`config.mk`:
```
export PLATFORM = sky130hd
export DESIGN_NAME = or_reduce_pipe
export DESIGN_NICKNAME = d
export VERILOG_FILES = /design/src/rtl/or_reduce_pipe.sv
export SDC_FILE = /design/constraint.sdc
export NUM_CORES = 1
export LEC_CHECK = 0
export ABC_AREA = 1
export BUFFER_PORTS_ARGS = -buffer_cell sky130_fd_sc_hd__buf_4
export CORE_MARGIN = 2
export CORE_UTILIZATION = 30
export DETAILED_ROUTE_END_ITERATION = 16
export GPL_TIMING_DRIVEN = 0
export SKIP_CTS_REPAIR_TIMING = 1
export SLEW_MARGIN = 20
export SYNTH_ARGS = -nofsm -noshare
export SYNTH_HDL_FRONTEND = slang
export SYNTH_SLANG_ARGS = --single-unit
```
`constraint.sdc`:
```
create_clock -name clk -period 3.66 [get_ports clk]
set_input_delay 0.183 -clock clk [delete_from_list [all_inputs] [get_ports clk]]
set_output_delay 0.183 -clock clk [all_outputs]
set_load 0.1 [all_outputs]
```
`src/rtl/or_reduce_pipe.sv`:
```
// Parametrised OR-reduction tree with a valid shift chain, a sticky accumulate flag
// and a saturating hit counter; reset is asynchronous and clears every register.
module or_reduce_pipe #(
  parameter int N_IN  = 16,
  parameter int GROUP = 4,
  parameter int PIPE  = 1,
  parameter int CNT_W = 8
) (
  input  logic             clk,
  input  logic             rst,
  input  logic             in_valid,
  input  logic [N_IN-1:0]  in_data,
  input  logic             sticky_en,
  input  logic             sticky_clr,
  output logic             out_valid,
  output logic             out_or,
  output logic             out_sticky,
  output logic [CNT_W-1:0] hit_cnt
);

  function automatic int level_width(input int k);
    int w;
    w = N_IN;
    for (int i = 0; i < k; i++) w = (w + GROUP - 1) / GROUP;
    return w;
  endfunction

  function automatic int num_levels();
    int w;
    int n;
    w = N_IN;
    n = 0;
    for (int i = 0; i < 64; i++) begin
      if (w > 1) begin
        w = (w + GROUP - 1) / GROUP;
        n++;
      end
    end
    return (n < 1) ? 1 : n;
  endfunction

  localparam int L   = num_levels();
  localparam int LAT = (PIPE != 0) ? L : 1;
  localparam logic [CNT_W-1:0] CNT_MAX = '1;

  // Level 0 is the masked input; level k ORs consecutive GROUP-bit chunks of level k-1.
  for (genvar gk = 0; gk <= L; gk++) begin : g_lvl
    localparam int WO = level_width(gk);
    logic [WO-1:0] src;

    if (gk == 0) begin : g_in
      // Invalid beats enter as zero so don't-care data can never reach out_or.
      assign src = in_valid ? in_data : '0;
    end else begin : g_node
      localparam int WI = level_width(gk - 1);
      logic [WO-1:0] node_d;

      for (genvar gj = 0; gj < WO; gj++) begin : g_or
        logic [GROUP-1:0] chunk;
        for (genvar gg = 0; gg < GROUP; gg++) begin : g_bit
          if (gj * GROUP + gg < WI) begin : g_use
            assign chunk[gg] = g_lvl[gk-1].src[gj*GROUP+gg];
          end else begin : g_pad
            assign chunk[gg] = 1'b0;
          end
        end
        assign node_d[gj] = |chunk;
      end

      // The last level is always registered; inner levels only when pipelined.
      if (PIPE != 0 || gk == L) begin : g_reg
        logic [WO-1:0] node_q;
        always_ff @(posedge clk or posedge rst) begin
          if (rst) node_q <= '0;
          else     node_q <= node_d;
        end
        assign src = node_q;
      end else begin : g_comb
        assign src = node_d;
      end
    end
  end

  logic [LAT-1:0] valid_q;
  logic [LAT-1:0] valid_d;

  always_comb begin
    valid_d    = valid_q << 1;
    valid_d[0] = in_valid;
  end

  always_ff @(posedge clk or posedge rst) begin
    if (rst) valid_q <= '0;
    else     valid_q <= valid_d;
  end

  assign out_valid = valid_q[LAT-1];
  assign out_or    = out_valid & g_lvl[L].src[0];

  logic             qual;
  logic             sticky_q;
  logic             sticky_d;
  logic [CNT_W-1:0] cnt_q;
  logic [CNT_W-1:0] cnt_d;

  assign qual = out_valid & sticky_en;

  // A clear coincident with a qualifying beat opens a new window containing that beat.
  always_comb begin
    sticky_d = sticky_q;
    cnt_d    = cnt_q;
    if (sticky_clr) begin
      sticky_d = qual & out_or;
      cnt_d    = '0;
      cnt_d[0] = qual & out_or;
    end else if (qual) begin
      sticky_d = sticky_q | out_or;
      if (out_or && cnt_q != CNT_MAX) cnt_d = cnt_q + 1'b1;
    end
  end

  always_ff @(posedge clk or posedge rst) begin
    if (rst) begin
      sticky_q <= 1'b0;
      cnt_q    <= '0;
    end else begin
      sticky_q <= sticky_d;
      cnt_q    <= cnt_d;
    end
  end

  assign out_sticky = sticky_q;
  assign hit_cnt    = cnt_q;

endmodule

```
---- Word level (Yosys, flattened, before mapping) ----
Cells that the tools add are included.
storage, ports and cells
  output and inout bits ................... 11
  register bits ........................... 16
  word-level logic and storage cells ...... 26
  bits of input ports ..................... 21
cells by class
  add/subtract/negate cells ............... 1
  bitwise gates (word level) .............. 4
  reductions and logical operators ........ 9
  eq/ne operators ......................... 1
  muxes and demuxes ....................... 6
operator list
  operator               count
  $mux W8                3
  $reduce_or A4 Y1       5
  $mux W16               1
  $add A8 B1 Y8 const B  1
  $ne A8 B8 Y1 const B   1
  $reduce_bool A2 Y1     2
  $and A1 B1 Y1          3
  $mux W1                2
  $reduce_and A2 Y1      1
  $logic_and A1 B1 Y1    1
  $or A1 B1 Y1           1

---- Longest topological paths before layout ----
  depth after elaboration ................. 5
  mapped depth ............................ 8
  depth with buffers taken out ............ 8

---- Worst setup path before layout ----
OpenSTA, ideal clock, no wires.
  path kind ............................... reg-to-reg
  from .................................... register cnt_q[0], in the netlist hit_cnt[0]
  to ...................................... register cnt_q[0], in the netlist hit_cnt[0]
  required time ........................... 3536 ps
  period minus slack after synthesis ...... 1983 ps
  stages on the path, launching flop included .. 9
  data arrival time ....................... 1859 ps
  slack ................................... 1677 ps
  path buffers ............................ 0
  library setup time ...................... 124 ps
  cell sequence ........................... dfrtp_1 > ha_1 > nand2_1 > nor2_4 > nand2_4 > o21ai_2 > inv_1 > nand2_1 > nand2_1
on the way
  word-level cells in the longest chain between the ends .. 4
  elaborated cells between the ends (all ways) .. 8
  those cells by class .................... 1 x add/sub; 1 x eq/ne; 3 x mux; 3 x reduce/logical
ends and longest elaborated chain
  what                                                   line  source
  start: declaration                                     103   logic [CNT_W-1:0] cnt_q;
  start signal: assignment                               128   cnt_q <= cnt_d;
  $add A8 B1 Y8 / $ne A8 B8 Y1 (equally long branches)   118   if (out_or && cnt_q != CNT_MAX) cnt_d = cnt_q + 1'b1;
  $mux W8 / $logic_and A1 B1 Y1 (equally long branches)  118
  $mux W8 / $reduce_bool A2 Y1 (equally long branches)   --
  $mux W8 / $reduce_and A2 Y1 (equally long branches)    --
Parallel ways exist; a longest one is shown, timed or not. The select of a mux whose other input is x is not followed.
A chain may end at the register's enable or synchronous reset.

---- Final worst setup path ----
  from .................................... register cnt_q[0], in the netlist hit_cnt[0]
  to ...................................... register cnt_q[2], in the netlist hit_cnt[2]
Same word-level chain as after synthesis.

==> key figures <==
Floorplan
  • Row cnt: 18
  • Chip height: 56.1 um
  • Core Area: 0.00252 sq mm
  • Initial Utilization: between 30% and 40%
  • I/O pin count: 32
  • Chip width: around 56 um
  • Die ar.: roughly 0.0032 sq mm

Setup path
  • R2r startpoint: hit_cnt[0]$_DFFE_PP0P_
  • Arr. time, crit path: 1570 ps
  • CP Capture Type: register
  • CP Cell Sequence: ha_1 > nand2_1 > nor2_4 > nand2_4 > nand3_1 > nand2_1 > nand2_1 > nor2_1
  • Max incr delay on CP: between 400 and 500 ps
  • Cell mode on critical path: nand2_1
  • Flop2flop setup slack: roughly 2300 ps
  • FF-to-FF End: hit_cnt[2]$_DFFE_PP0P_
  • WP data required: just under 4000 ps
  • Reg2reg path depth: 8
  • CP bufs+invs: 0
  • Family with the most delay on the worst path: simple AND/OR/NAND/NOR gates
  • WS Path Type: register to register
  • Slowest cell on crit path: dfrtp_1
  • Type of element launching the critical path: register
  • Crit-path max FO: 10

Synthesis
  • Post-synth top cells: nand2_1 (23), inv_1 (17), dfrtp_1 (16), nor2_1 (14), nand3_1 (8)
  • Post-synth EDFFs: 0
  • Distinct cells, synth: 19
  • Synthesized area: 816 sq um
  • Syn nets: 123
  • Top FF cell, synth: dfrtp_1
  • Sequential cell area fraction in the yosys report: roughly 50%
  • Yosys warns: 0
  • Cell taking the most area after synthesis: dfrtp_1
  • Post-Syn Area per Cell: ~8.1 sq um
  • Register bit total from synthesis: 16
  • Synth top area cells: dfrtp_1 (49%), nand2_1 (11%), inv_1 (7.8%)
  • Share of the synthesized area in the top cell type: between 40 and 50%
  • Syn Inst Count: around 100
  • Most numerous cell in the Yosys netlist: nand2_1
  • Post-synth ARST share: between 90% and 100%

CTS
  • Root Buffer: clkbuf_4
  • CTS tree: done
  • Skew-Pair Late Insertion Delay: ~280 ps
  • CTS Buf Count: 3
  • CTS clock-pin slew for the worst setup and hold paths: roughly 100 ps
  • # clock sinks: 16
  • CTS H-tree lvls: 1
  • CTS Buffer Depth: 2

Detailed routing
  • WL/cell: roughly 9.9 um
  • Vias/cell: 4.47
  • DRC: 0
  • Drt pass-1 iters: 4
  • Drt total wl: approximately 1.7 mm
  • Via count: about 750
  • ANT nets after route: 0
  • Initial DRC count: 16

Timing
  • Worst slew pin tran: just over 600 ps
  • Max Fclk: about 740 MHz
  • Fin Setup TNS: 0 ps
  • Unrepaired setup endpoints after global routing: no
  • Post-layout minimum cycle time: ~1300 ps
  • Post-route clock period utilization: approximately 37%
  • Rel. slew slack: approximately three fifths
  • Fin. Hold Viols: 16
  • Final hold slack: -31.1 ps
  • Final setup fails: 0
  • Skew final: approximately 3.4 ps
  • Pins Over Slew Limit: 0

Global route
  • Overall Global Routing Usage: 11.7%
  • First-pass GRT wire length: 2.97 mm
  • Initial antenna violation count: 0
  • Largest net degree at the start of global routing: 17
  • Number of global-route vias before repair: 723
  • Grt ovf: 0

Power
  • Maximum vdd drop: about 0.17 mV
  • P_leak: slightly below 0.6 nW
  • PwrDens: 335 mW/mm^2
  • PnR Total Power: about 0.38 mW

Run status
  • Violations in the final reports: negative hold slack
  • Status: finished, violations left

Final layout
  • Nets: 160
  • Final instance area: roughly 0.0011 sq mm
  • Ratio of cells with drive above 1 in the final layout: 32.1%
  • P&R area growth vs syn: 38.8%
  • N_diodes: 0

Placement
  • HPWL after DPL: around 1.3 mm
  • GPL Wtd Cong: about 0.7
  • Dpl cell area: ~0.0011 sq mm
  • PortBufs: 31

Job
  • Max Cap Viol: 0

Hold path
  • Hold Path Class: input port to asynchronous set/reset pin
==> cells in the final DEF (no fill, tap or decap), drive strengths merged <==
cell type / n
o21ai: 2
clkinv: 1
buf: 32
dlygate4sd3: 1
nor3: 1
nand3: 8
nor4: 4
dfrtp: 16
nor2: 18
or4: 1
a21oi: 1
ha: 1
inv: 17
clkbuf: 4
nand4: 4
nand2: 26
==> sequential cells by signal (all words and copies together), names as in the netlist <==
register and count:
out_sticky 1, hit_cnt 8, g_lvl.g_node.g_reg.node_q 5, valid_q 2
==> worst reg2reg max path, delay by kind of cell (launching register included) <==
kind / cells / cell delay [ps]
DFF: 1 / 440
and+or+nand+nor: 7 / 620
adders and majority gates: 1 / 230
==> cell families (layout without fill, tap and decap cells) <==
| group | Yosys count | after routing | synth area share, % |
|---|---|---|---|
| DFF | 16 | 16 | 49.1 |
| buffers and inverters | 19 | 55 | 9.66 |
| adders and majority gates | 1 | 1 | 1.53 |
| AOI/OAI and AO/OA | 3 | 3 | 2.30 |
| and+or+nand+nor | 62 | 62 | 37.4 |
==> power breakdown <==
part	internal [mW]	switching (mW)
Sequential	0.184	0.00387
Combinational	0.0258	0.0494
Clock	0.0604	0.0558
==> worst max path at each step <==
stage	startpoint	endpoint	slack [ps]	depth (start not counted)
after floorplan	hit_cnt[0]$_DFFE_PP0P_	hit_cnt[0]$_DFFE_PP0P_	1680	8
after global placement	hit_cnt[0]$_DFFE_PP0P_	hit_cnt[0]$_DFFE_PP0P_	2340	8
after detailed placement	hit_cnt[0]$_DFFE_PP0P_	hit_cnt[0]$_DFFE_PP0P_	2330	8
after CTS	hit_cnt[0]$_DFFE_PP0P_	hit_cnt[0]$_DFFE_PP0P_	2300	8
after global routing	hit_cnt[0]$_DFFE_PP0P_	hit_cnt[5]$_DFFE_PP0P_	2160	8
final	hit_cnt[0]$_DFFE_PP0P_	hit_cnt[2]$_DFFE_PP0P_	2310	8
==> layout make-up <==
type,count,area (sq um)
buffer,1,11.3
timing repair buffer,32,243
inverter,18,67.6
fill,253,1390
clock buffer,4,36.3
tap,30,37.5
sequential,16,400
multi-input combinational,66,337
==> metrics by stage <==
step	worst slack [ps]	cells	util [%]
6_report	2310	167	44.9
5_1_grt	2160	167	44.9
4_1_cts	2300	166	44.5
3_5_place_dp	2330	162	43.1
3_3_place_gp	2340	162	43.1
2_1_floorplan	1680	101	-
==> metal layers <==
| metal | up-vias | GRT usage (%) | share of wire (%) |
|---|---|---|---|
| met5 | - | 0 | 0 |
| met1 | 323 | 14.1 | 41 |
| met3 | 2 | 3.02 | 7.0 |
| met2 | 33 | 20.2 | 51 |
| li1 | 389 | - | - |
| met4 | 0 | 4.08 | 0.84 |
No activity file was read; power rests on OpenSTA's default activity.
